===== src/rtl/uart_tx_arbiter.sv =====
// Round-robin arbiter sharing one UART byte transmitter between NREQ requesters.
// Packets (bytes up to i_req_last) keep the grant locked so they go out contiguously.
module uart_tx_arbiter #(
  parameter int unsigned NREQ       = 4,
  parameter int unsigned IDW        = 2,
  parameter int unsigned GAP_CLOCKS = 868,
  parameter int unsigned GAP_BITS   = 10,
  parameter int unsigned START_TMO  = 16,
  parameter int unsigned LOCK_TMO   = 4095
) (
  input  logic              clk,
  input  logic              i_reset_n,
  input  logic [NREQ-1:0]   i_req_valid,
  input  logic [8*NREQ-1:0] i_req_data,
  input  logic [NREQ-1:0]   i_req_last,
  output logic [NREQ-1:0]   o_req_ready,
  input  logic              i_tx_busy,
  output logic              o_tx_start,
  output logic [7:0]        o_tx_data,
  output logic [IDW-1:0]    o_owner,
  output logic              o_locked,
  output logic              o_err_tmo
);

  localparam int unsigned TMO_MAX = (LOCK_TMO > START_TMO) ? LOCK_TMO : START_TMO;
  localparam int unsigned TW      = $clog2(TMO_MAX + 1);

  typedef enum logic [2:0] {
    IDLE, ACCEPT, START, WAIT_BUSY, WAIT_DONE, GAP, HOLD
  } state_t;

  state_t              state, state_nx;
  logic [IDW-1:0]      owner, owner_nx;
  logic [IDW-1:0]      rr, rr_nx;
  logic                locked, locked_nx;
  logic [7:0]          tx_data, tx_data_nx;
  logic [GAP_BITS-1:0] gap_cnt, gap_nx;
  logic [TW-1:0]       tmo_cnt, tmo_nx;

  logic [IDW-1:0]      winner;
  logic [IDW-1:0]      owner_inc;
  logic                valid_own;
  logic                last_own;
  logic [7:0]          data_own;

  assign valid_own = i_req_valid[owner];
  assign last_own  = i_req_last[owner];
  assign data_own  = i_req_data[{owner, 3'b000} +: 8];
  assign owner_inc = (owner == IDW'(NREQ - 1)) ? '0 : owner + IDW'(1);

  // First valid requester at or above rr, wrapping past NREQ-1.
  always_comb begin
    int unsigned idx;
    logic [IDW-1:0] cand;
    logic found;
    winner = rr;
    found  = 1'b0;
    idx    = 0;
    cand   = '0;
    for (int unsigned i = 0; i < NREQ; i++) begin
      idx = i + rr;
      if (idx >= NREQ) idx = idx - NREQ;
      cand = IDW'(idx);
      if (!found && i_req_valid[cand]) begin
        found  = 1'b1;
        winner = cand;
      end
    end
  end

  always_ff @(posedge clk or negedge i_reset_n) begin
    if (!i_reset_n) begin
      state   <= IDLE;
      owner   <= '0;
      rr      <= '0;
      locked  <= 1'b0;
      tx_data <= '0;
      gap_cnt <= '0;
      tmo_cnt <= '0;
    end else begin
      state   <= state_nx;
      owner   <= owner_nx;
      rr      <= rr_nx;
      locked  <= locked_nx;
      tx_data <= tx_data_nx;
      gap_cnt <= gap_nx;
      tmo_cnt <= tmo_nx;
    end
  end

  always_comb begin
    state_nx    = state;
    owner_nx    = owner;
    rr_nx       = rr;
    locked_nx   = locked;
    tx_data_nx  = tx_data;
    gap_nx      = gap_cnt;
    tmo_nx      = tmo_cnt;
    o_req_ready = '0;
    o_tx_start  = 1'b0;
    o_err_tmo   = 1'b0;
    unique case (state)
      IDLE: begin
        // A frame left over from before reset must finish before a new grant.
        if (|i_req_valid && !i_tx_busy) begin
          owner_nx = winner;
          state_nx = ACCEPT;
        end
      end
      ACCEPT: begin
        o_req_ready[owner] = 1'b1;
        if (valid_own) begin
          tx_data_nx = data_own;
          locked_nx  = !last_own;
          if (last_own) rr_nx = owner_inc;
          state_nx = START;
        end else begin
          locked_nx = 1'b0;
          state_nx  = IDLE;
        end
      end
      START: begin
        o_tx_start = 1'b1;
        tmo_nx     = '0;
        state_nx   = WAIT_BUSY;
      end
      WAIT_BUSY: begin
        if (i_tx_busy) begin
          state_nx = WAIT_DONE;
        end else if (tmo_cnt == TW'(START_TMO - 1)) begin
          o_err_tmo = 1'b1;
          gap_nx    = GAP_BITS'(GAP_CLOCKS - 1);
          state_nx  = GAP;
        end else begin
          tmo_nx = tmo_cnt + TW'(1);
        end
      end
      WAIT_DONE: begin
        if (!i_tx_busy) begin
          gap_nx   = GAP_BITS'(GAP_CLOCKS - 1);
          state_nx = GAP;
        end
      end
      GAP: begin
        if (gap_cnt == '0) begin
          if (locked && valid_own) begin
            state_nx = ACCEPT;
          end else if (locked) begin
            tmo_nx   = '0;
            state_nx = HOLD;
          end else begin
            state_nx = IDLE;
          end
        end else begin
          gap_nx = gap_cnt - GAP_BITS'(1);
        end
      end
      HOLD: begin
        // Owner went quiet mid-packet; give up the lock after LOCK_TMO clocks.
        if (valid_own) begin
          state_nx = ACCEPT;
        end else if (tmo_cnt == TW'(LOCK_TMO - 1)) begin
          locked_nx = 1'b0;
          rr_nx     = owner_inc;
          state_nx  = IDLE;
        end else begin
          tmo_nx = tmo_cnt + TW'(1);
        end
      end
      default: state_nx = IDLE;
    endcase
  end

  assign o_tx_data = tx_data;
  assign o_owner   = owner;
  assign o_locked  = locked;

endmodule

===== config.mk =====
export PLATFORM = sky130hd
export DESIGN_NAME = uart_tx_arbiter
export DESIGN_NICKNAME = d
export VERILOG_FILES = /design/src/rtl/uart_tx_arbiter.sv
export SDC_FILE = /design/constraint.sdc
export NUM_CORES = 1
export LEC_CHECK = 0
export CORE_MARGIN = 1
export CORE_UTILIZATION = 50
export CTS_CLUSTER_DIAMETER = 200
export DETAILED_ROUTE_END_ITERATION = 6
export PLACE_DENSITY = 0.9
export SLEW_MARGIN = 20
export SYNTH_ARGS = -nofsm -noshare
export SYNTH_HDL_FRONTEND = slang
export SYNTH_SLANG_ARGS = --single-unit

===== constraint.sdc =====
create_clock -name clk -period 2.8 [get_ports clk]
set_clock_uncertainty 0.1 [all_clocks]
set_input_delay 0.56 -clock clk [delete_from_list [all_inputs] [get_ports clk]]
set_output_delay 0.56 -clock clk [all_outputs]
set_load 0.05 [all_outputs]

==> results.py <==
metrics = {
    "pwr": {
        "swShare": 0.453,
        "ir_worst_vdd_mv": 0.664,
        "switchingPower_mw": 1.48,
        "combPwrFrac": 0.594,
        "p_int_mw": 1.79,
        "p_per_area_nw_per_um2": 955,
        "power_mw": 3.27,
        "seqPwrFrac": 0.284,
        "leakage_nw": 1.39,
        "pwr-share-clk": 0.122,
    },
    "cells_and_area": {
        "nets": 383,
        "diodes": 0,
        "area_delta_synth_final_pct": 35.0,
        "postLayoutCellArea_um2": 3420,
        "layout-drive-gt1-share": 0.207,
    },
    "cts": {
        "clk_pin_slew_ns": 0.08,
        "cts_sinks": 38,
        "cts_buffer_depth": 2,
        "holdBufCountCts": 0,
        "numCtsBuffers": 5,
        "htreeDepth": 2,
        "root_buffer": "clkbuf_8",
        "clk_latency_ns": 0.30,
        "cts_tree": "done",
    },
    "sta": {
        "slew_headroom": 0.445,
        "worst_pin_slew_ns": 0.833,
        "fin_ws_ns": 0.0931,
        "finalHoldViolations": 0,
        "period_minus_slack_ns": 2.71,
        "rsz0062_at_grt": "no",
        "finalMaxSlewViolations": 0,
        "setup_violations": 0,
        "fmax_mhz": 369,
        "period_share": 0.967,
        "fin_setup_tns_ns": 0,
        "whs_ns": 0.249,
    },
    "setup_path": {
        "crit_path_frequent_cell": "or4_4",
        "criticalPathCategory": "flip-flop to output pin",
        "end_kind": "output pin",
        "ff2ff_path_depth": 7,
        "cp-start-kind": "flip-flop",
        "cp_cell_sequence": "or4_4 -> or4_4 -> inv_2 -> buf_12",
        "slowest_stage": "or4_4",
        "cpLargestDelayFamily": "simple AND/OR/NAND/NOR gates",
        "critical_path.max_stage_delay_ns": 0.57,
        "r2r_end": "state[0]",
        "required_ns": 2.14,
        "regToRegSetupSlack_ns": 0.47,
        "crit_fanout": 6,
        "path_buf_inv": 2,
        "cp.arrival_ns": 2.05,
        "timing.rr.start": "tmo_cnt[0]",
    },
    "synthesis": {
        "ys_async_sr_fraction": 1.00,
        "ys_top_cells_by_count": "dfrtp_1, nand2_1, a31oi_1",
        "ys.flop_type": "dfrtp_1",
        "postSynthCellCount": 264,
        "synth-seq-area-share": 0.375,
        "syn_area_um2": 2530,
        "synth_area_leader_cell": "dfrtp_1",
        "post_synth.cell_area_avg_um2": 9.60,
        "ys_types": 50,
        "syn_nets": 314,
        "netlist.area_leader.share": 0.375,
        "synth_seq_cells": 38,
        "netlist_top_cells_area": "dfrtp_1, mux4_2, mux2_2, a31oi_1, nand2_1",
        "synth.most_common_cell": "dfrtp_1",
        "yosys_warnings": 0,
        "synth_edf_count": 0,
    },
    "global_routing": {
        "antenna_found_initial": 0,
        "grt-ovfl-total": 0,
        "grt_max_degree": 39,
        "grt.total_usage": 0.275,
        "grt_pass1_vias": 2335,
        "grt_pass1_wl_mm": 11.1,
    },
    "place": {
        "post-place-ws_ns": 0.137,
        "hpwl_mm": 4.83,
        "dpl-instance-area_um2": 3310,
        "io_buffers": 59,
        "gp_routability_congestion": 0.825,
    },
    "drt": {
        "drcViolationCount": 0,
        "ant_nets": 0,
        "post_drt_wl_per_cell_um": 16.3,
        "routed_wl_mm": 6.52,
        "via_per_inst": 6.00,
        "drt_iter0_drc": 179,
        "vias": 2406,
        "drt_pass1_iterations": 4,
    },
    "die": {
        "fp.dieW_um": 73.2,
        "pin_count": 60,
        "initial_core_util": 0.529,
        "core-area_um2": 4790,
        "die_h_um": 73.2,
        "die_area_um2": 5360,
        "fp-row-count": 25,
    },
    "outcome": {
        "status": "completed",
    },
    "flow_run": {
        "cap_violations": 0,
    },
    "hold_path": {
        "hp-class": "primary input to async pin",
    },
}
-- sequential cells by signal (all words and copies together), names as in the netlist --
signal and count:
gap_cnt 10, tmo_cnt 12, o_tx_data 8, state 3, o_owner 2, rr 2, o_locked 1
-- logic make-up after synthesis --
family | after synthesis | synth area share
buf+inv | 29 | 0.0509
simple gates | 90 | 0.191
flops | 38 | 0.375
compound gates | 76 | 0.199
xor+xnor | 1 | 0.00346
fa+ha+maj | 7 | 0.0346
mux | 23 | 0.146
-- power groups by stage --
stage	Clock [mW]	Sequential [mW]	Combinational, mW
4_1_cts	0.409	0.924	1.94
6_report	0.400	0.927	1.94
3_3_place_gp	0	0.915	1.86
3_5_place_dp	0	0.932	1.94
5_1_grt	0.430	0.957	2.08
2_1_floorplan	0	1.16	1.07
-- per-layer routing --
metal / vias up / track usage / wire, um / part of all wire
li1: 1133 / - / - / -
met1: 1165 / 0.334 / 2600 / 0.40
met2: 101 / 0.461 / 3330 / 0.51
met3: 7 / 0.0815 / 502 / 0.077
met4: 0 / 0.102 / 92 / 0.014
met5: - / 0 / 0 / 0
-- final cells by class --
type / count / area, um2
Multi-Input combinational cell: 197 / 1450
Clock buffer: 7 / 86.3
Fill cell: 340 / 1370
Timing Repair Buffer: 77 / 783
Tap cell: 67 / 83.8
Sequential cell: 38 / 955
Clock inverter: 1 / 5.00
Inverter: 14 / 52.6
-- metrics by stage --
step           cells  utilization
2_1_floorplan    264            -
3_3_place_gp     391        0.692
3_5_place_dp     391        0.692
4_1_cts          400        0.712
5_1_grt          401        0.715
6_report         401        0.715
-- layout by cell type, fill, tap and decap left out, types with 3 or more instances in the layout --
cell type / count
clkdlybuf4s50_1: 53
dfrtp_1: 35
nand2_1: 26
a31oi_1: 18
buf_4: 17
o21ai_0: 16
nor2_1: 14
a21oi_1: 14
inv_1: 13
mux2_2: 12
nand3_1: 11
mux4_2: 10
nor3_1: 7
nand2b_1: 7
ha_1: 7
clkbuf_8: 6
buf_12: 6
and2_1: 5
o22ai_1: 5
a41oi_1: 5
or4_4: 3
nand3b_1: 3
dfrtp_2: 3
-- worst max-delay path by stage --
| stage | startpoint | slack (ns) | end | cells after the start |
|---|---|---|---|---|
| 5_1_grt | tmo_cnt[8] | 0.02 | o_err_tmo | 4 |
| 4_1_cts | tmo_cnt[7] | 0.003 | o_err_tmo | 4 |
| 2_1_floorplan | tmo_cnt[8] | 0.28 | o_err_tmo | 4 |
| 3_3_place_gp | i_tx_busy | 0.15 | o_err_tmo | 6 |
| 3_5_place_dp | i_tx_busy | 0.14 | o_err_tmo | 6 |
| 6_report | tmo_cnt[8] | 0.09 | o_err_tmo | 4 |
-- what timing repair did --
item | CTS | global route
pin swaps | 0 | 1
resized for setup | 1 | 3
setup buffers | 1 | 1
setup endpoints to repair | 1 | 1
Note: power is estimated with default switching activity, not from simulation.
